==> src/rtl/alu_exec_unit_if.sv <==
// alu_exec_unit_if: operation request and result bundle for alu_exec_unit.
// master issues operations; slave (the unit) returns registered results and HI/LO.
interface alu_exec_unit_if #(
    parameter int WIDTH = 32
);
    logic             valid_in;
    logic             ready_out;
    logic [1:0]       ALUOp;
    logic [5:0]       funct;
    logic [WIDTH-1:0] a;
    logic [WIDTH-1:0] b;
    logic             valid_out;
    logic [WIDTH-1:0] result;
    logic             zero;
    logic             overflow;
    logic [WIDTH-1:0] hi;
    logic [WIDTH-1:0] lo;
    logic             illegal;

    modport master (
        output valid_in, ALUOp, funct, a, b,
        input  ready_out, valid_out, result, zero, overflow, hi, lo, illegal
    );
    modport slave (
        input  valid_in, ALUOp, funct, a, b,
        output ready_out, valid_out, result, zero, overflow, hi, lo, illegal
    );
endinterface

==> src/rtl/alu_exec_unit.sv <==
// alu_exec_unit: ALUOp/funct decode with a registered ALU, iterative mul/div and HI/LO.
// Single-cycle ops complete back-to-back; mul/div hold ready_out low for WIDTH+1 cycles.
module alu_exec_unit #(
    parameter int WIDTH = 32,
    parameter int CNT_W = $clog2(WIDTH) + 1
) (
    input logic            clk,
    input logic            reset,
    alu_exec_unit_if.slave io
);
    typedef enum logic [1:0] {IDLE, RUN, FINISH} state_t;

    state_t             state, state_nx;
    logic [WIDTH-1:0]   a, b, sum, dif, res_c, abs_a, abs_b;
    logic [WIDTH-1:0]   acc, sh, mc, acc_nx, sh_nx, fin_hi, fin_lo;
    logic [WIDTH-1:0]   result, hi, lo;
    logic [WIDTH:0]     add_s, shl, sub_s;
    logic [2*WIDTH-1:0] prod, prod_c;
    logic [CNT_W-1:0]   cnt;
    logic go, ready, ov_add, ov_sub, ov_c, ill_c, md_c, mul_c, sgn_c;
    logic is_mul, neg_p, neg_r, div0, valid, zero, overflow, illegal;

    assign a      = io.a;
    assign b      = io.b;
    assign sum    = a + b;
    assign dif    = a - b;
    assign ov_add = (a[WIDTH-1] == b[WIDTH-1]) && (sum[WIDTH-1] != a[WIDTH-1]);
    assign ov_sub = (a[WIDTH-1] != b[WIDTH-1]) && (dif[WIDTH-1] != a[WIDTH-1]);
    assign mul_c  = ~io.funct[1];
    assign sgn_c  = ~io.funct[0];
    assign abs_a  = (sgn_c && a[WIDTH-1]) ? -a : a;
    assign abs_b  = (sgn_c && b[WIDTH-1]) ? -b : b;
    assign go     = io.valid_in && ready;

    always_comb begin
        res_c = '0;
        ov_c  = 1'b0;
        ill_c = 1'b0;
        md_c  = 1'b0;
        case (io.ALUOp)
            2'b00: begin res_c = sum; ov_c = ov_add; end
            2'b01: begin res_c = dif; ov_c = ov_sub; end
            2'b11: res_c = a | b;
            default: case (io.funct)
                6'b100000: begin res_c = sum; ov_c = ov_add; end
                6'b100001: res_c = sum;
                6'b100010: begin res_c = dif; ov_c = ov_sub; end
                6'b100011: res_c = dif;
                6'b100100: res_c = a & b;
                6'b100101: res_c = a | b;
                6'b100110: res_c = a ^ b;
                6'b100111: res_c = ~(a | b);
                6'b101010: res_c = {{(WIDTH-1){1'b0}}, $signed(a) < $signed(b)};
                6'b101011: res_c = {{(WIDTH-1){1'b0}}, a < b};
                6'b010000: res_c = hi;
                6'b010010: res_c = lo;
                6'b011000, 6'b011001, 6'b011010, 6'b011011: md_c = 1'b1;
                default: ill_c = 1'b1;
            endcase
        endcase
    end

    // Multiply shifts {acc,sh} right with a conditional add; divide shifts the
    // dividend out of sh into acc and shifts quotient bits into sh.
    assign add_s  = {1'b0, acc} + (sh[0] ? {1'b0, mc} : '0);
    assign shl    = {acc, sh[WIDTH-1]};
    assign sub_s  = shl - {1'b0, mc};
    assign acc_nx = is_mul ? add_s[WIDTH:1] : (sub_s[WIDTH] ? shl[WIDTH-1:0] : sub_s[WIDTH-1:0]);
    assign sh_nx  = is_mul ? {add_s[0], sh[WIDTH-1:1]} : {sh[WIDTH-2:0], ~sub_s[WIDTH]};
    assign prod   = {acc_nx, sh_nx};
    assign prod_c = neg_p ? -prod : prod;
    assign fin_hi = is_mul ? prod_c[2*WIDTH-1:WIDTH] : (neg_r ? -acc_nx : acc_nx);
    assign fin_lo = is_mul ? prod_c[WIDTH-1:0] : (div0 ? '1 : (neg_p ? -sh_nx : sh_nx));

    always_ff @(posedge clk or posedge reset) begin
        if (reset)
            state <= IDLE;
        else
            state <= state_nx;
    end

    always_comb begin
        state_nx = state;
        ready    = 1'b0;
        case (state)
            IDLE: begin
                ready = 1'b1;
                if (io.valid_in && md_c)
                    state_nx = RUN;
            end
            RUN: if (cnt == CNT_W'(1)) state_nx = FINISH;
            default: state_nx = IDLE;
        endcase
    end

    // The last iteration and sign correction share one edge so FINISH already shows the result.
    always_ff @(posedge clk or posedge reset) begin
        if (reset) begin
            valid    <= 1'b0;
            result   <= '0;
            zero     <= 1'b1;
            overflow <= 1'b0;
            illegal  <= 1'b0;
            hi       <= '0;
            lo       <= '0;
            acc      <= '0;
            sh       <= '0;
            mc       <= '0;
            cnt      <= '0;
            is_mul   <= 1'b0;
            neg_p    <= 1'b0;
            neg_r    <= 1'b0;
            div0     <= 1'b0;
        end else begin
            valid <= 1'b0;
            if (go && !md_c) begin
                valid    <= 1'b1;
                result   <= res_c;
                zero     <= res_c == '0;
                overflow <= ov_c;
                illegal  <= ill_c;
            end
            if (go && md_c) begin
                acc    <= '0;
                sh     <= abs_a;
                mc     <= abs_b;
                cnt    <= CNT_W'(WIDTH);
                is_mul <= mul_c;
                neg_p  <= sgn_c && (a[WIDTH-1] ^ b[WIDTH-1]) && (mul_c || b != '0);
                neg_r  <= sgn_c && !mul_c && a[WIDTH-1];
                div0   <= !mul_c && b == '0;
            end
            if (state == RUN) begin
                acc <= acc_nx;
                sh  <= sh_nx;
                cnt <= cnt - 1'b1;
                if (cnt == CNT_W'(1)) begin
                    valid    <= 1'b1;
                    hi       <= fin_hi;
                    lo       <= fin_lo;
                    result   <= fin_lo;
                    zero     <= fin_lo == '0;
                    overflow <= 1'b0;
                    illegal  <= 1'b0;
                end
            end
        end
    end

    assign io.ready_out = ready;
    assign io.valid_out = valid;
    assign io.result    = result;
    assign io.zero      = zero;
    assign io.overflow  = overflow;
    assign io.illegal   = illegal;
    assign io.hi        = hi;
    assign io.lo        = lo;
endmodule

==> src/flat_wrapper.sv <==
// flat-port wrapper written by rule: the top's interface ports become plain ports
module alu_exec_unit_flat 
#(
    parameter int WIDTH = 32,
    parameter int CNT_W = $clog2(WIDTH) + 1
)
  (clk, reset, io_valid_in, io_ALUOp, io_funct, io_a, io_b, io_ready_out, io_valid_out, io_result, io_zero, io_overflow, io_hi, io_lo, io_illegal);
  alu_exec_unit_if #(.WIDTH(WIDTH)) io_i ();
  input logic clk;
  input logic reset;
  input wire logic [$bits(io_i.valid_in)-1:0] io_valid_in;
  input wire logic [$bits(io_i.ALUOp)-1:0] io_ALUOp;
  input wire logic [$bits(io_i.funct)-1:0] io_funct;
  input wire logic [$bits(io_i.a)-1:0] io_a;
  input wire logic [$bits(io_i.b)-1:0] io_b;
  output wire logic [$bits(io_i.ready_out)-1:0] io_ready_out;
  output wire logic [$bits(io_i.valid_out)-1:0] io_valid_out;
  output wire logic [$bits(io_i.result)-1:0] io_result;
  output wire logic [$bits(io_i.zero)-1:0] io_zero;
  output wire logic [$bits(io_i.overflow)-1:0] io_overflow;
  output wire logic [$bits(io_i.hi)-1:0] io_hi;
  output wire logic [$bits(io_i.lo)-1:0] io_lo;
  output wire logic [$bits(io_i.illegal)-1:0] io_illegal;
  assign io_i.valid_in = io_valid_in;
  assign io_i.ALUOp = io_ALUOp;
  assign io_i.funct = io_funct;
  assign io_i.a = io_a;
  assign io_i.b = io_b;
  assign io_ready_out = io_i.ready_out;
  assign io_valid_out = io_i.valid_out;
  assign io_result = io_i.result;
  assign io_zero = io_i.zero;
  assign io_overflow = io_i.overflow;
  assign io_hi = io_i.hi;
  assign io_lo = io_i.lo;
  assign io_illegal = io_i.illegal;
  alu_exec_unit #(.WIDTH(WIDTH), .CNT_W(CNT_W)) u_core (.clk(clk), .reset(reset), .io(io_i));
endmodule
==> config.mk <==
export PLATFORM = sky130hd
export DESIGN_NAME = alu_exec_unit_flat
export DESIGN_NICKNAME = d
export VERILOG_FILES = /design/src/rtl/alu_exec_unit_if.sv /design/src/rtl/alu_exec_unit.sv /design/src/flat_wrapper.sv
export SDC_FILE = /design/constraint.sdc
export NUM_CORES = 1
export LEC_CHECK = 0
export ABC_CLOCK_PERIOD_IN_PS = 19000
export CORE_MARGIN = 2
export CORE_UTILIZATION = 40
export CTS_CLUSTER_SIZE = 25
export DETAILED_ROUTE_END_ITERATION = 10
export GPL_TIMING_DRIVEN = 0
export PLACE_DENSITY = 0.55
export SLEW_MARGIN = 0
export SYNTH_ARGS = -nofsm -noshare
export SYNTH_HDL_FRONTEND = slang
export SYNTH_SLANG_ARGS = --single-unit
==> constraint.sdc <==
create_clock -name clk -period 19 [get_ports clk]
set_clock_uncertainty 0.2 [all_clocks]
set_input_delay 4.75 -clock clk [delete_from_list [all_inputs] [get_ports clk]]
set_output_delay 4.75 -clock clk [all_outputs]
set_load 0.01 [all_outputs]
======== After elaboration in Yosys (flattened, before gate mapping) ========
Cells that the tools add are included.
cells by class
  add/sub/neg operators ................... 10
  bitwise logic cells ..................... 8
  order comparisons ....................... 2
  reductions and logical operators ........ 29
  eq/ne operators ......................... 26
  multiplexer cells ....................... 45
operators by type and width
  operator                                        number
  two-way mux 32 bit                              18
  one-hot mux 32 bit (10 select lines)            1
  negator 32 bit                                  4
  logical NOT 32 bit                              3
  one-hot mux 32 bit (3 select lines)             1
  < comparator 32 bit                             2
  two-way mux 64 bit                              1
  negator 64 bit                                  1
  == test 6 bit (second input constant)           10
  == test 6 x 5 -> 1 bit (second input constant)  6
  adder 32 x 33 -> 33 bit                         1
  subtractor 33 x 32 -> 33 bit                    1
  adder 32 bit                                    1
  AND 32 bit                                      1
  NOT 32 bit                                      1
  OR 32 bit                                       1
  nonzero test 32 bit                             1
  subtractor 32 bit                               1
  XOR 32 bit                                      1
  two-way mux 1 bit                               17
  OR reduction 16 bit                             1
  logical AND 1 bit                               13
  two-way mux 6 bit                               2
  == test 6 x 1 -> 1 bit (second input constant)  1
  20 further kinds                                30
word-level totals
  register bits ........................... 208

======== Depth between registers and ports, before layout ========
  depth after elaboration ................. 10
  depth in mapped cells ................... 25
  depth with buffers taken out ............ 24

======== Worst setup path after synthesis ========
OpenSTA, ideal clock, no wires.
  path type ............................... input to register
  start ................................... input port io_b[3]
  end ..................................... register u_core.zero (netlist: u_core.io.zero)
  library setup time ...................... 0.091 ns
  data arrival time ....................... 8.225 ns
  path buffers ............................ 1
  cell stages on the path ................. 16
  setup slack ............................. 10.485 ns
  data required time ...................... 18.709 ns
  path through ............................ inv_1 -> ha_1 -> buf_4 -> a21o_1 -> a21o_1 -> nor2_2 -> nor3_1 -> a2111oi_1 -> o221ai_1 -> or3b_1 -> or4_1 -> or4_1 -> nor4_1 -> and3_1 -> nand4b_1 -> o31ai_1
between the ends
  cells in the longest elaborated chain, start to end .. 8
RTL lines
  element                                                    RTL line              RTL
  start, declared                                            flat_wrapper.sv:15    input wire logic [$bits(io_i.b)-1:0] io_b;
  branches (longest 3 deep; another with subtractor 32 bit)  n/a
  one-hot mux 32 bit (3 select lines) *                      alu_exec_unit.sv:40   case (io.ALUOp)
  logical NOT 32 bit *                                       alu_exec_unit.sv:119  zero <= res_c == '0;
  two-way mux 1 bit *                                        alu_exec_unit.sv:116  if (go && !md_c) begin
  two-way mux 1 bit                                          alu_exec_unit.sv:137  if (cnt == CNT_W'(1)) begin
  two-way mux 1 bit *                                        alu_exec_unit.sv:133  if (state == RUN) begin
  end signal, assigned                                       alu_exec_unit.sv:101  zero <= 1'b1;
  end signal, assigned                                       alu_exec_unit.sv:119
  end signal, assigned                                       alu_exec_unit.sv:142  zero <= fin_lo == '0;
  end, declared                                              alu_exec_unit.sv:21   logic is_mul, neg_p, neg_r, div0, valid, zero, overflow, illegal;
Every way passes the cells marked *.
A chain may end at the register's enable or synchronous reset.

======== Worst setup path in the final report ========
  start ................................... input port io_a[0]
  end ..................................... register u_core.zero (netlist: u_core.io.zero)
between the ends
  cells in the longest elaborated chain, start to end .. 8
RTL lines
  element                                                    RTL line              RTL
  start, declared                                            flat_wrapper.sv:14    input wire logic [$bits(io_i.a)-1:0] io_a;
  branches (longest 3 deep; another with subtractor 32 bit)  n/a
  one-hot mux 32 bit (3 select lines) *                      alu_exec_unit.sv:40
  logical NOT 32 bit *                                       alu_exec_unit.sv:119
  two-way mux 1 bit *                                        alu_exec_unit.sv:116
  two-way mux 1 bit                                          alu_exec_unit.sv:137
  two-way mux 1 bit *                                        alu_exec_unit.sv:133
Marked as above.

==> results.md <==
- Final Power: 3.60 mW
- DIE HEIGHT: 245 um
- Post-cts resize count: 0
- Via count: 26899
- CTS sink cnt: 208
- First-pass GRT wire length: 179000 um
- Global route hottest layer: met2
- Peak VDD IR: between 0.06 and 0.07 mV
- Worst min path class: reg -> reg
- Fmax: between 90 and 100 MHz
- Max-slew headroom: -4.45%
- Met3 usage: 6.28%
- Final Hold Vio Count: 0
- Largest net degree at the start of global routing: 118
- Fin crit share: a little under three fifths
- CP Max Fanout: 7
- Root Driver: clkbuf_16
- Depth of the CTS H-tree: 1
- Buffer count from post-CTS setup fixing: 0
- Critical Path End Type: flop
- Final setup vio count: 0
- Synthesized area per cell: ~7.6 um^2
- Synth Cell Area: between 0.02 and 0.025 mm^2
- Fin nets: roughly 3500
- Post-Syn Instances: about 3100
- Post-synth EDFFs: 0
- Synthesized flop and latch total: ~210
- Main synth FF type: dfrtp_1
- Critical Path RT: roughly 19000 ps
- R2r setup slk: 10690 ps
- Setup TNS: 0 ps
- Mapped Nets: 3331
- RSZ-0062 raised after global routing: no
- Vias in the first global route: between 20000 and 30000
- Pre-antenna DRT Iters: 7
- Status: complete, but fails checks
- DR iter-0 viols: ~3300
- Starting Density: between 40% and 50%
- Pwr/cell area: 134 mW/mm^2
- Final min period: approximately 11000 ps
- M2 GR Usage: 64.0%
- Worst path cell trace: clkdlybuf4s50_1, inv_1, ha_1, inv_1, fa_1, nor2b_1, o21ai_0, a2111oi_1, o2111ai_1, a21oi_1, o41ai_2, or2_2, a31oi_1, a2111oi_0, o211ai_1, a221oi_1, nand4b_1, o31ai_1
- Clock Path Buffers: 3
- Residual DRC count: 0
- # Max-Cap Violations: 1
- Drt total wl: 126000 um
- Fillers: between 5000 and 6000
- WL per Instance: between 30 and 40 um
- IO Port Bufs: 173
- GRT Overall Usage: approximately two fifths
- CP arrival: around 11000 ps
- Post-synthesis sequential area ratio: between 20 and 25%
- Post-DP HPWL: 102000 um
- Core Region: slightly below 0.06 mm^2
- Critical path's most frequent cell: inv_1
- Grt ovf: 0
- CP peak stage delay: approximately 910 ps
- Cell Rows: 88
- Layout cells sized above 1: just over 4%
- Top Ports: between 150 and 200
- Failing checks: capacitance limit, slew limit
- Ys async rst share: 100%
- Lkg Pwr: 11.2 nW
- Initial antenna violation count: 1
- Antenna-violating nets left: 0
- Yosys cell types: ~110
- CTS clock-pin slew for the worst setup and hold paths: around 70 ps
- Drt via density: approximately 6.6
- Ant diodes: 0
- Design Area, Final: roughly 0.027 mm^2
- Placed inst area: around 0.026 mm^2
- Routability congestion estimate: between 1 and 1.5
- Post-CTS Hold Buffers: 0
- CTS tree: built
- Skew-Pair Late Insertion Delay: roughly 540 ps
- Die width: ~250 um
- Crit Path Class: in -> reg
- Final Max Slew Viols: 11
- Area of the die: approximately 0.060 mm^2
- Crit start category: primary input
- Grt met1 use: between 50% and 60%
- Area growth from synthesis to layout: 15.0%
- Final Util: 46.5%
- Yosys Warn Count: 0
- Tightest Pin Transition: between 1500 and 2000 ps
- Total CTS buffers: 22
- Slowest stage cell, crit path: a2111oi_0
[path summary, 6_finish.rpt]
kind                                                 from                      endpoint  depth (start not counted)
worst min register to register  u_core.cnt[5]$_DFFE_PP0P_     u_core.cnt[5]$_DFFE_PP0P_                          1
min in group asynchronous                           reset  u_core.io.lo[14]$_DFFE_PP0P_                          2
worst max-delay path                              io_a[0]      u_core.io.zero$_DFF_PP1_                         18
worst min-delay path            u_core.cnt[5]$_DFFE_PP0P_     u_core.cnt[5]$_DFFE_PP0P_                          1
max in group asynchronous                           reset    u_core.acc[25]$_DFFE_PP0P_                          3
worst max register to register  u_core.sh[31]$_DFFE_PP0P_  u_core.io.hi[22]$_DFFE_PP0P_                         21
[cells in the mapped netlist (12+ instances only)]
master    number  area [um^2]
nand2b_1      28          175
o21a_1        12         90.1
o221ai_1      42          368
xnor2_1      164         1440
and3_1        18          113
o41ai_1       12          105
inv_1        162          608
a221o_1       33          330
a31oi_1       35          219
dfrtp_1      207         5180
clkbuf_1     137          514
nor4_1        34          213
ha_1         166         2080
buf_1         18         67.6
o21ai_1       18         90.1
xor2_1        67          587
a22oi_1       26          195
nor2_1       227          852
o311ai_0      13          114
buf_2         24          120
a21o_1        63          473
a211oi_1      72          541
nand3_1       96          480
o21ai_0      250         1250
nor2b_1       34          213
o211ai_1      32          240
nand4_1       32          200
mux2i_1       62          621
a21oi_1      245         1230
nand2_1      325         1220
a221oi_1      19          166
nor3_1        75          375
o31ai_1       37          278
and2_1        54          338
or3_1         21          131
o21bai_1      16          120
[worst max-delay path: cells and delay by family]
family / cells / cell delay [ps]
adder cells (fa/ha/maj): 2 / 690
buffers and inverters: 3 / 840
AO/OA/AOI/OAI: 10 / 3850
AND/OR/NAND/NOR: 3 / 610
[where the power goes]
part | internal [mW] | switching [mW] | total [mW]
registers | 0.543 | 0.172 | 0.716
clock network | 0.270 | 0.202 | 0.472
logic | 0.834 | 1.58 | 2.41
total | 1.65 | 1.95 | 3.60
[cell type report]
| type | count | area (um^2) | area share (%) |
|---|---|---|---|
| multi-input cells | 2527 | 16700 | 62.4 |
| flip-flops and latches | 208 | 5210 | 19.4 |
| repair buffers | 175 | 1770 | 6.62 |
| well taps | 765 | 957 | 3.57 |
| plain buffers | 186 | 758 | 2.83 |
| inverters | 165 | 627 | 2.34 |
| clock buffers | 28 | 614 | 2.29 |
| clock inverters | 10 | 136 | 0.509 |
[registers in the layout, summed over array words and instances, names as in the netlist, 2 cells and up]
register / cells
u_core.acc: 32
u_core.io.hi: 32
u_core.io.lo: 32
u_core.io.result: 32
u_core.mc: 32
u_core.sh: 32
u_core.cnt: 6
u_core.state: 2
[cells by family (layout without fill, tap and decap cells)]
logic type / Yosys count / in the layout / share of synthesized area (%)
AO/OA/AOI/OAI: 1051 / 1051 / 30.1
AND/OR/NAND/NOR: 1007 / 1007 / 20.7
buffers and inverters: 351 / 564 / 5.91
XOR/XNOR: 231 / 231 / 8.68
flip-flops: 208 / 208 / 22.3
adder cells (fa/ha/maj): 170 / 170 / 9.25
multiplexers: 68 / 68 / 2.95
[cell usage in the layout (no fill, tap or decap), drive strengths merged, types with 97 or more instances in the layout]
master / netlist / final
xnor2: 164 / 164
nand3: 97 / 97
dfrtp: 207 / 207
a21oi: 249 / 249
nand2: 325 / 325
ha: 166 / 166
nor2: 229 / 229
o21ai: 270 / 270
inv: 163 / 163
clkbuf: 137 / 165
clkdlybuf4s50: 0 / 173
[stage by stage]
stage | cells | hold slack (ps) | worst slack (ps)
floorplan | 3086 | 245 | 8370
global placement | 4024 | 268 | 5460
detailed placement | 4026 | 298 | 8140
CTS | 4064 | 313 | 8670
global route | 4064 | 342 | 8340
finish | 4064 | 315 | 8490
[layer usage]
| metal | wire length [um] | part of all wire, % |
|---|---|---|
| met1 | 49400 | 39 |
| met2 | 55600 | 44 |
| met3 | 11800 | 9.4 |
| met4 | 9420 | 7.5 |
| met5 | 13 | 0.010 |
No activity file was read; power rests on OpenSTA's default activity.
